File: src/rtl/palette_pkg.sv
// palette_pkg: shared types and the default level palette table.
//   DEFAULT_CH_W   : channel width the table is authored in (one nibble per channel)
//   colour_t       : one R,G,B colour at DEFAULT_CH_W bits per channel, R in the MSBs
//   fade_state_t   : fader state encoding
//   DEFAULT_TABLE  : 8 levels x 4 colours
//   table_nibble() : one channel nibble of the table, level and colour taken modulo table size
//   expand_nibble(): nibble replicated across 32 bits; the low CH_W bits form a wider channel
package palette_pkg;

   localparam int unsigned DEFAULT_CH_W = 4;
   localparam int unsigned TABLE_LEVELS = 8;
   localparam int unsigned TABLE_COLORS = 4;

   typedef logic [3*DEFAULT_CH_W-1:0] colour_t;

   typedef enum logic {IDLE, FADE} fade_state_t;

   localparam colour_t DEFAULT_TABLE [TABLE_LEVELS][TABLE_COLORS] = '{
      '{12'h5df, 12'h06f, 12'h000, 12'hfff},
      '{12'haf0, 12'h8d0, 12'h000, 12'hfff},
      '{12'hf7f, 12'he0d, 12'h000, 12'hfff},
      '{12'h6e6, 12'h06f, 12'h000, 12'hfff},
      '{12'h6fa, 12'hf06, 12'h000, 12'hfff},
      '{12'h5f9, 12'h78f, 12'h000, 12'hfff},
      '{12'hf30, 12'h888, 12'h000, 12'hfff},
      '{12'h74f, 12'hb02, 12'h000, 12'hfff}
   };

   // slot 0 = B (lowest bits), 1 = G, 2 = R
   function automatic logic [3:0] table_nibble(input int unsigned level,
                                               input int unsigned colour,
                                               input int unsigned slot);
      logic [2:0] l;
      logic [1:0] ci;
      colour_t    c;
      l  = 3'(level);
      ci = 2'(colour);
      c  = DEFAULT_TABLE[l][ci];
      return 4'(c >> (slot * 4));
   endfunction

   // Bit b of the result is n[b % 4], so truncating to CH_W keeps the nibble pattern
   // repeating upward; valid for CH_W up to 32.
   function automatic logic [31:0] expand_nibble(input logic [3:0] n);
      return {8{n}};
   endfunction

endpackage

File: src/rtl/palette_rom.sv
// palette_rom: combinational lookup of a whole level palette.
//   level   : level index (taken modulo 8 into the default table)
//   palette : NUM_COLORS colours, colour i at [i*3*CH_W +: 3*CH_W], R,G,B from MSB;
//             colours with index >= 4 repeat colours 0..3
module palette_rom
   import palette_pkg::*;
#(
   parameter int unsigned NUM_COLORS = 4,
   parameter int unsigned CH_W       = DEFAULT_CH_W,
   parameter int unsigned LVL_W      = 3
) (
   input  logic [LVL_W-1:0]             level,
   output logic [NUM_COLORS*3*CH_W-1:0] palette
);

   for (genvar c = 0; c < NUM_COLORS; c++) begin : g_colour
      for (genvar s = 0; s < 3; s++) begin : g_chan
         assign palette[(c*3+s)*CH_W +: CH_W] =
            CH_W'(expand_nibble(table_nibble(32'(level), c, s)));
      end
   end

endmodule

File: src/rtl/palette_fader.sv
// palette_fader: level palette with per-LSB cross-fade and a white flash overlay.
//   CLK          : system clock
//   RESET_N      : asynchronous active-low reset
//   LEVEL        : requested level
//   FRAME_TICK   : one-cycle pulse per video frame, paces fade steps and the flash
//   FLASH_REQ    : one-cycle pulse, (re)starts the white flash
//   COLORS       : registered packed palette, colour i at [i*3*CH_W +: 3*CH_W]
//   BUSY         : fade in progress
//   FLASH_ACTIVE : flash overlay active
//   FADE_DONE    : one-cycle pulse when a fade completes
module palette_fader
   import palette_pkg::*;
#(
   parameter int unsigned NUM_LEVELS   = 8,
   parameter int unsigned NUM_COLORS   = 4,
   parameter int unsigned CH_W         = DEFAULT_CH_W,
   parameter int unsigned STEP_FRAMES  = 2,
   parameter int unsigned FLASH_FRAMES = 4,
   localparam int unsigned LVL_W       = (NUM_LEVELS > 1) ? $clog2(NUM_LEVELS) : 1,
   localparam int unsigned PAL_W       = NUM_COLORS * 3 * CH_W
) (
   input  logic             CLK,
   input  logic             RESET_N,
   input  logic [LVL_W-1:0] LEVEL,
   input  logic             FRAME_TICK,
   input  logic             FLASH_REQ,
   output logic [PAL_W-1:0] COLORS,
   output logic             BUSY,
   output logic             FLASH_ACTIVE,
   output logic             FADE_DONE
);

   localparam int unsigned NUM_CH = NUM_COLORS * 3;
   localparam int unsigned STEP_W = (STEP_FRAMES > 1) ? $clog2(STEP_FRAMES) : 1;
   localparam int unsigned FL_W   = $clog2(FLASH_FRAMES + 1);

   localparam logic [STEP_W-1:0] STEP_LAST  = STEP_W'(STEP_FRAMES - 1);
   localparam logic [FL_W-1:0]   FLASH_LOAD = FL_W'(FLASH_FRAMES);

   fade_state_t      state_q, state_d;
   logic [LVL_W-1:0] tgt_q, tgt_d;
   logic [STEP_W-1:0] step_q, step_d;
   logic [FL_W-1:0]  flash_q, flash_d;
   logic [PAL_W-1:0] cur_q, cur_d;
   logic [PAL_W-1:0] colors_q;
   logic             done_q, done_d;

   logic [PAL_W-1:0] tgt_palette;
   logic [PAL_W-1:0] reset_palette;
   logic [PAL_W-1:0] stepped;

   palette_rom #(
      .NUM_COLORS (NUM_COLORS),
      .CH_W       (CH_W),
      .LVL_W      (LVL_W)
   ) u_rom (
      .level   (tgt_q),
      .palette (tgt_palette)
   );

   // Constant level-0 palette used as the reset value of the working and output palettes.
   for (genvar c = 0; c < NUM_COLORS; c++) begin : g_rst_colour
      for (genvar s = 0; s < 3; s++) begin : g_rst_chan
         assign reset_palette[(c*3+s)*CH_W +: CH_W] =
            CH_W'(expand_nibble(table_nibble(0, c, s)));
      end
   end

   // Each channel moves one LSB toward its target; compare-then-step never wraps.
   for (genvar k = 0; k < NUM_CH; k++) begin : g_step
      logic [CH_W-1:0] cur_ch, tgt_ch;
      assign cur_ch = cur_q[k*CH_W +: CH_W];
      assign tgt_ch = tgt_palette[k*CH_W +: CH_W];
      assign stepped[k*CH_W +: CH_W] = (cur_ch < tgt_ch) ? cur_ch + CH_W'(1) :
                                       (cur_ch > tgt_ch) ? cur_ch - CH_W'(1) : cur_ch;
   end

   always_comb begin
      state_d = state_q;
      tgt_d   = tgt_q;
      step_d  = step_q;
      cur_d   = cur_q;
      done_d  = 1'b0;
      flash_d = flash_q;

      unique case (state_q)
         IDLE: begin
            if (LEVEL != tgt_q) begin
               tgt_d   = LEVEL;
               step_d  = '0;
               state_d = FADE;
            end
         end
         FADE: begin
            // A retarget keeps the step phase and the current colours, so no visible jump.
            if (LEVEL != tgt_q) begin
               tgt_d = LEVEL;
            end else if (cur_q == tgt_palette) begin
               state_d = IDLE;
               done_d  = 1'b1;
            end
            if (FRAME_TICK) begin
               if (step_q == STEP_LAST) begin
                  step_d = '0;
                  cur_d  = stepped;
               end else begin
                  step_d = step_q + STEP_W'(1);
               end
            end
         end
         default: state_d = IDLE;
      endcase

      // A request in the same cycle as a tick reloads rather than decrements.
      if (FLASH_REQ) begin
         flash_d = FLASH_LOAD;
      end else if (FRAME_TICK && (flash_q != '0)) begin
         flash_d = flash_q - FL_W'(1);
      end
   end

   always_ff @(posedge CLK or negedge RESET_N) begin
      if (!RESET_N) begin
         state_q  <= IDLE;
         tgt_q    <= '0;
         step_q   <= '0;
         flash_q  <= '0;
         cur_q    <= reset_palette;
         colors_q <= reset_palette;
         done_q   <= 1'b0;
      end else begin
         state_q  <= state_d;
         tgt_q    <= tgt_d;
         step_q   <= step_d;
         flash_q  <= flash_d;
         cur_q    <= cur_d;
         colors_q <= (flash_q != '0) ? '1 : cur_q;
         done_q   <= done_d;
      end
   end

   assign COLORS       = colors_q;
   assign BUSY         = (state_q == FADE);
   assign FLASH_ACTIVE = (flash_q != '0);
   assign FADE_DONE    = done_q;

endmodule

File: config.mk
export PLATFORM = sky130hd
export DESIGN_NAME = palette_fader
export DESIGN_NICKNAME = d
export VERILOG_FILES = /design/src/rtl/palette_pkg.sv /design/src/rtl/palette_rom.sv /design/src/rtl/palette_fader.sv
export SDC_FILE = /design/constraint.sdc
export NUM_CORES = 1
export LEC_CHECK = 0
export ABC_AREA = 0
export CORE_ASPECT_RATIO = 1.5
export CORE_UTILIZATION = 55
export DETAILED_ROUTE_END_ITERATION = 10
export DONT_BUFFER_PORTS = 1
export PLACE_DENSITY = 0.72
export SETUP_SLACK_MARGIN = 0.05
export SLEW_MARGIN = 10
export SYNTH_ARGS = -nofsm -noshare
export SYNTH_HDL_FRONTEND = slang
export SYNTH_HIERARCHICAL = 1
export SYNTH_SLANG_ARGS = --single-unit
export TNS_END_PERCENT = 20
File: constraint.sdc
create_clock -name CLK -period 3.6 [get_ports CLK]
set_clock_uncertainty 0.05 [all_clocks]
set_input_delay 0.18 -clock CLK [delete_from_list [all_inputs] [get_ports CLK]]
set_output_delay 0.18 -clock CLK [all_outputs]
set_load 0.005 [all_outputs]
==> impl_metrics.json <==
{
  "synth-compound-area-share_pct": 8.10,
  "hold_slack_ns": 0.0217,
  "ir_drop_v": 0.000401,
  "cts.reportedPaths.clkPinSlew_ns": 0.07,
  "yosysTopAreaCellShare_pct": 21.8,
  "synth_async_sr_flop_share_pct": 100,
  "grt_max_degree": 106,
  "yosys.area_share.xor_xnor_pct": 5.51,
  "setup_tns_ns": 0,
  "dpl.hpwl_mm": 8.50,
  "grt_remaining_overflow": 0,
  "wl_per_cell_um": 14.8,
  "final-hold-violation-count": 0,
  "fmax_mhz": 304,
  "synth_fa_ha_area_share_pct": 19.4,
  "post-synth-top-count-cell": "ha_1",
  "cts_root_buffer": "clkbuf_16",
  "finalNetCount": 724,
  "synth.area.mux_share_pct": 6.15,
  "p_total_mw": 5.94,
  "io_buffers": 0,
  "routed-via-count": 4141,
  "crit_fanout": 8,
  "synth_top_area_cell": "dfstp_2",
  "postCtsSetupRepairBufs": 0,
  "rows": 48,
  "ys_seq_area_share_pct": 41.4,
  "max_slew_margin_pct": 48.6,
  "dominantRegCellSynth": "dfstp_2",
  "slowest_stage": "dfrtp_2",
  "gp_congestion": 0.893,
  "ys_warn_count": 6,
  "detail-route-antenna-nets": 0,
  "syn_inst": 614,
  "required_ns": 3.83,
  "maxCapViolCount": 0,
  "synth.area.top_cells": "dfstp_2 22%, dfrtp_1 20%, ha_1 16%",
  "viasPerCell": 5.32,
  "dr.first_iter.drc_count": 127,
  "slowest_delay_ns": 0.44,
  "finalWirelength_mm": 11.5,
  "n_antenna_cell": 0,
  "initial_core_util_pct": 56.5,
  "fin_crit_ns": 3.29,
  "period_share_pct": 91.5,
  "synth_top_family_by_area": "adder cells",
  "powerDensity_mw_per_mm2": 850,
  "die-area_mm2": 0.0123,
  "cts_max_level": 3,
  "synth_simple_gate_area_share_pct": 10.7,
  "numCtsBuffers": 9,
  "power.leakage_nw": 3.25,
  "antenna_found_initial": 0,
  "grt_pass1_vias": 4308,
  "clk_latency_ns": 0.35,
  "track_usage_pct": 20.5,
  "synth.top_cells.by_count": "82 x ha_1, 80 x inv_1, 54 x dfstp_2, 51 x dfrtp_1, 48 x a21oi_1",
  "ioPinCount": 58,
  "tightest_slew_ns": 0.770,
  "synthDistinctLibCells": 42,
  "dieHeight_um": 135,
  "synth-seq-cells": 105,
  "setup_violations": 0,
  "syn_avg_cell_area_um2": 10.6,
  "firstDrtPassIters": 4,
  "rsz0062_at_grt": "no",
  "hold_path.class": "input pin to register",
  "clockBufferDepth": 2,
  "clock_sinks": 105,
  "tritoncts": "built",
  "outcome": "finished, final reports clean",
  "critPathCaptureType": "register",
  "die_w_um": 90.9,
  "syn2layout_area_growth_pct": 7.24,
  "core-area_mm2": 0.0115,
  "utilization_pct": 60.6,
  "critPathKind": "register to register",
  "final_layout_size_suffix_gt1_share_pct": 18.6,
  "cp.arrival_ns": 3.52,
  "synth_edf_count": 0,
  "synthesis.area_mm2": 0.00651,
  "finalMaxSlewViolations": 0,
  "crit_path_start_kind": "register",
  "drc_errors": 0,
  "path_cells": "inv_1, ha_1, inv_1, a21oi_2, inv_1, ha_1, nand2_1, o21ai_2, ha_1, a21oi_1, nor2b_1, or4_1, mux2i_1, xor2_1",
  "fill_cells": 942,
  "grt_pass1_wl_mm": 19.6
}
-- flip-flops by register name, indices dropped and copies added, names as in the netlist --
register   count
cur_q         48
step_q         1
BUSY           1
flash_q        3
tgt_q          3
FADE_DONE      1
COLORS        48
-- metal layers --
layer	up-vias	track usage [%]	wire length, µm
met5	-	0	0
met4	0	10.9	306
met3	19	3.48	321
met2	61	38.7	6500
met1	2047	21.4	4410
li1	2014	-	-
-- placed cells by master, fill, tap and decap left out, types with 15 or more instances in the layout --
master | synthesis | final
a21oi_1 | 48 | 48
conb_1 | 2 | 24
dfrtp_1 | 51 | 50
dfstp_2 | 54 | 54
ha_1 | 82 | 82
inv_1 | 80 | 80
mux2_2 | 18 | 18
nand2_1 | 34 | 34
nand2b_1 | 36 | 36
xnor2_1 | 15 | 15
xor2_1 | 26 | 26
-- power breakdown --
part | switching (mW) | total (mW) | leakage, nW | internal [mW]
registers | 0.404 | 2.13 | 1.11 | 1.72
clock network | 0.450 | 0.970 | 0.149 | 0.519
logic | 1.46 | 2.84 | 1.99 | 1.38
-- cell families (layout without fill, tap and decap cells) --
logic type / Yosys count / in the layout
buffers and inverters: 119 / 111
adder cells (fa/ha/maj): 94 / 94
XOR/XNOR: 41 / 41
AND/OR/NAND/NOR: 124 / 124
flip-flops: 105 / 105
other: 2 / 24
AO/OA/AOI/OAI: 92 / 92
multiplexers: 37 / 37
-- final timing paths --
check / startpoint / end / slack [ns] / cells after the start
max in group asynchronous: RESET_N / tgt_q[0] / 2.73 / 2
worst min-delay path: FRAME_TICK / flash_q[1] / 0.02 / 2
worst max register to register: tgt_q[0] / cur_q[15] / 0.31 / 14
worst max-delay path: tgt_q[0] / cur_q[15] / 0.31 / 14
worst min register to register: cur_q[31] / cur_q[31] / 0.45 / 1
min in group asynchronous: RESET_N / flash_q[0] / 0.36 / 2
-- cell type report --
cell class / count / area (µm²) / area share [%]
Clock buffer: 11 / 253 / 3.62
Sequential cell: 105 / 2700 / 38.6
Clock inverter: 5 / 46.3 / 0.663
Multi-Input combinational cell: 412 / 3360 / 48.1
Inverter: 82 / 308 / 4.41
Tap cell: 150 / 188 / 2.69
Timing Repair Buffer: 13 / 135 / 1.93
-- worst max-delay path, delay by kind of cell (launching register included) --
kind,cells,cell delay [ns]
buffers and inverters,3,0.27
DFF,1,0.44
adders and majority gates,3,0.99
muxes,1,0.19
AOI/OAI and AO/OA,3,0.56
and+or+nand+nor,3,0.55
xor gates and xnor gates,1,0.16
-- through the flow --
stage	instance area, µm²	setup WS [ns]	cells
CTS	6970	0.0892	778
floorplan	6600	0.438	636
global placement	6580	0.321	754
global route	6990	0.0828	778
finish	6990	0.308	778
detailed placement	6580	0.122	754
-- repair_timing --
item                                   4_1_cts  5_1_grt
endpoints found under the hold margin      111        0
resized for setup                            0        4
setup endpoints to repair                    0        5
hold buffers                                 8        0
Power figures use the tool's default switching activity.
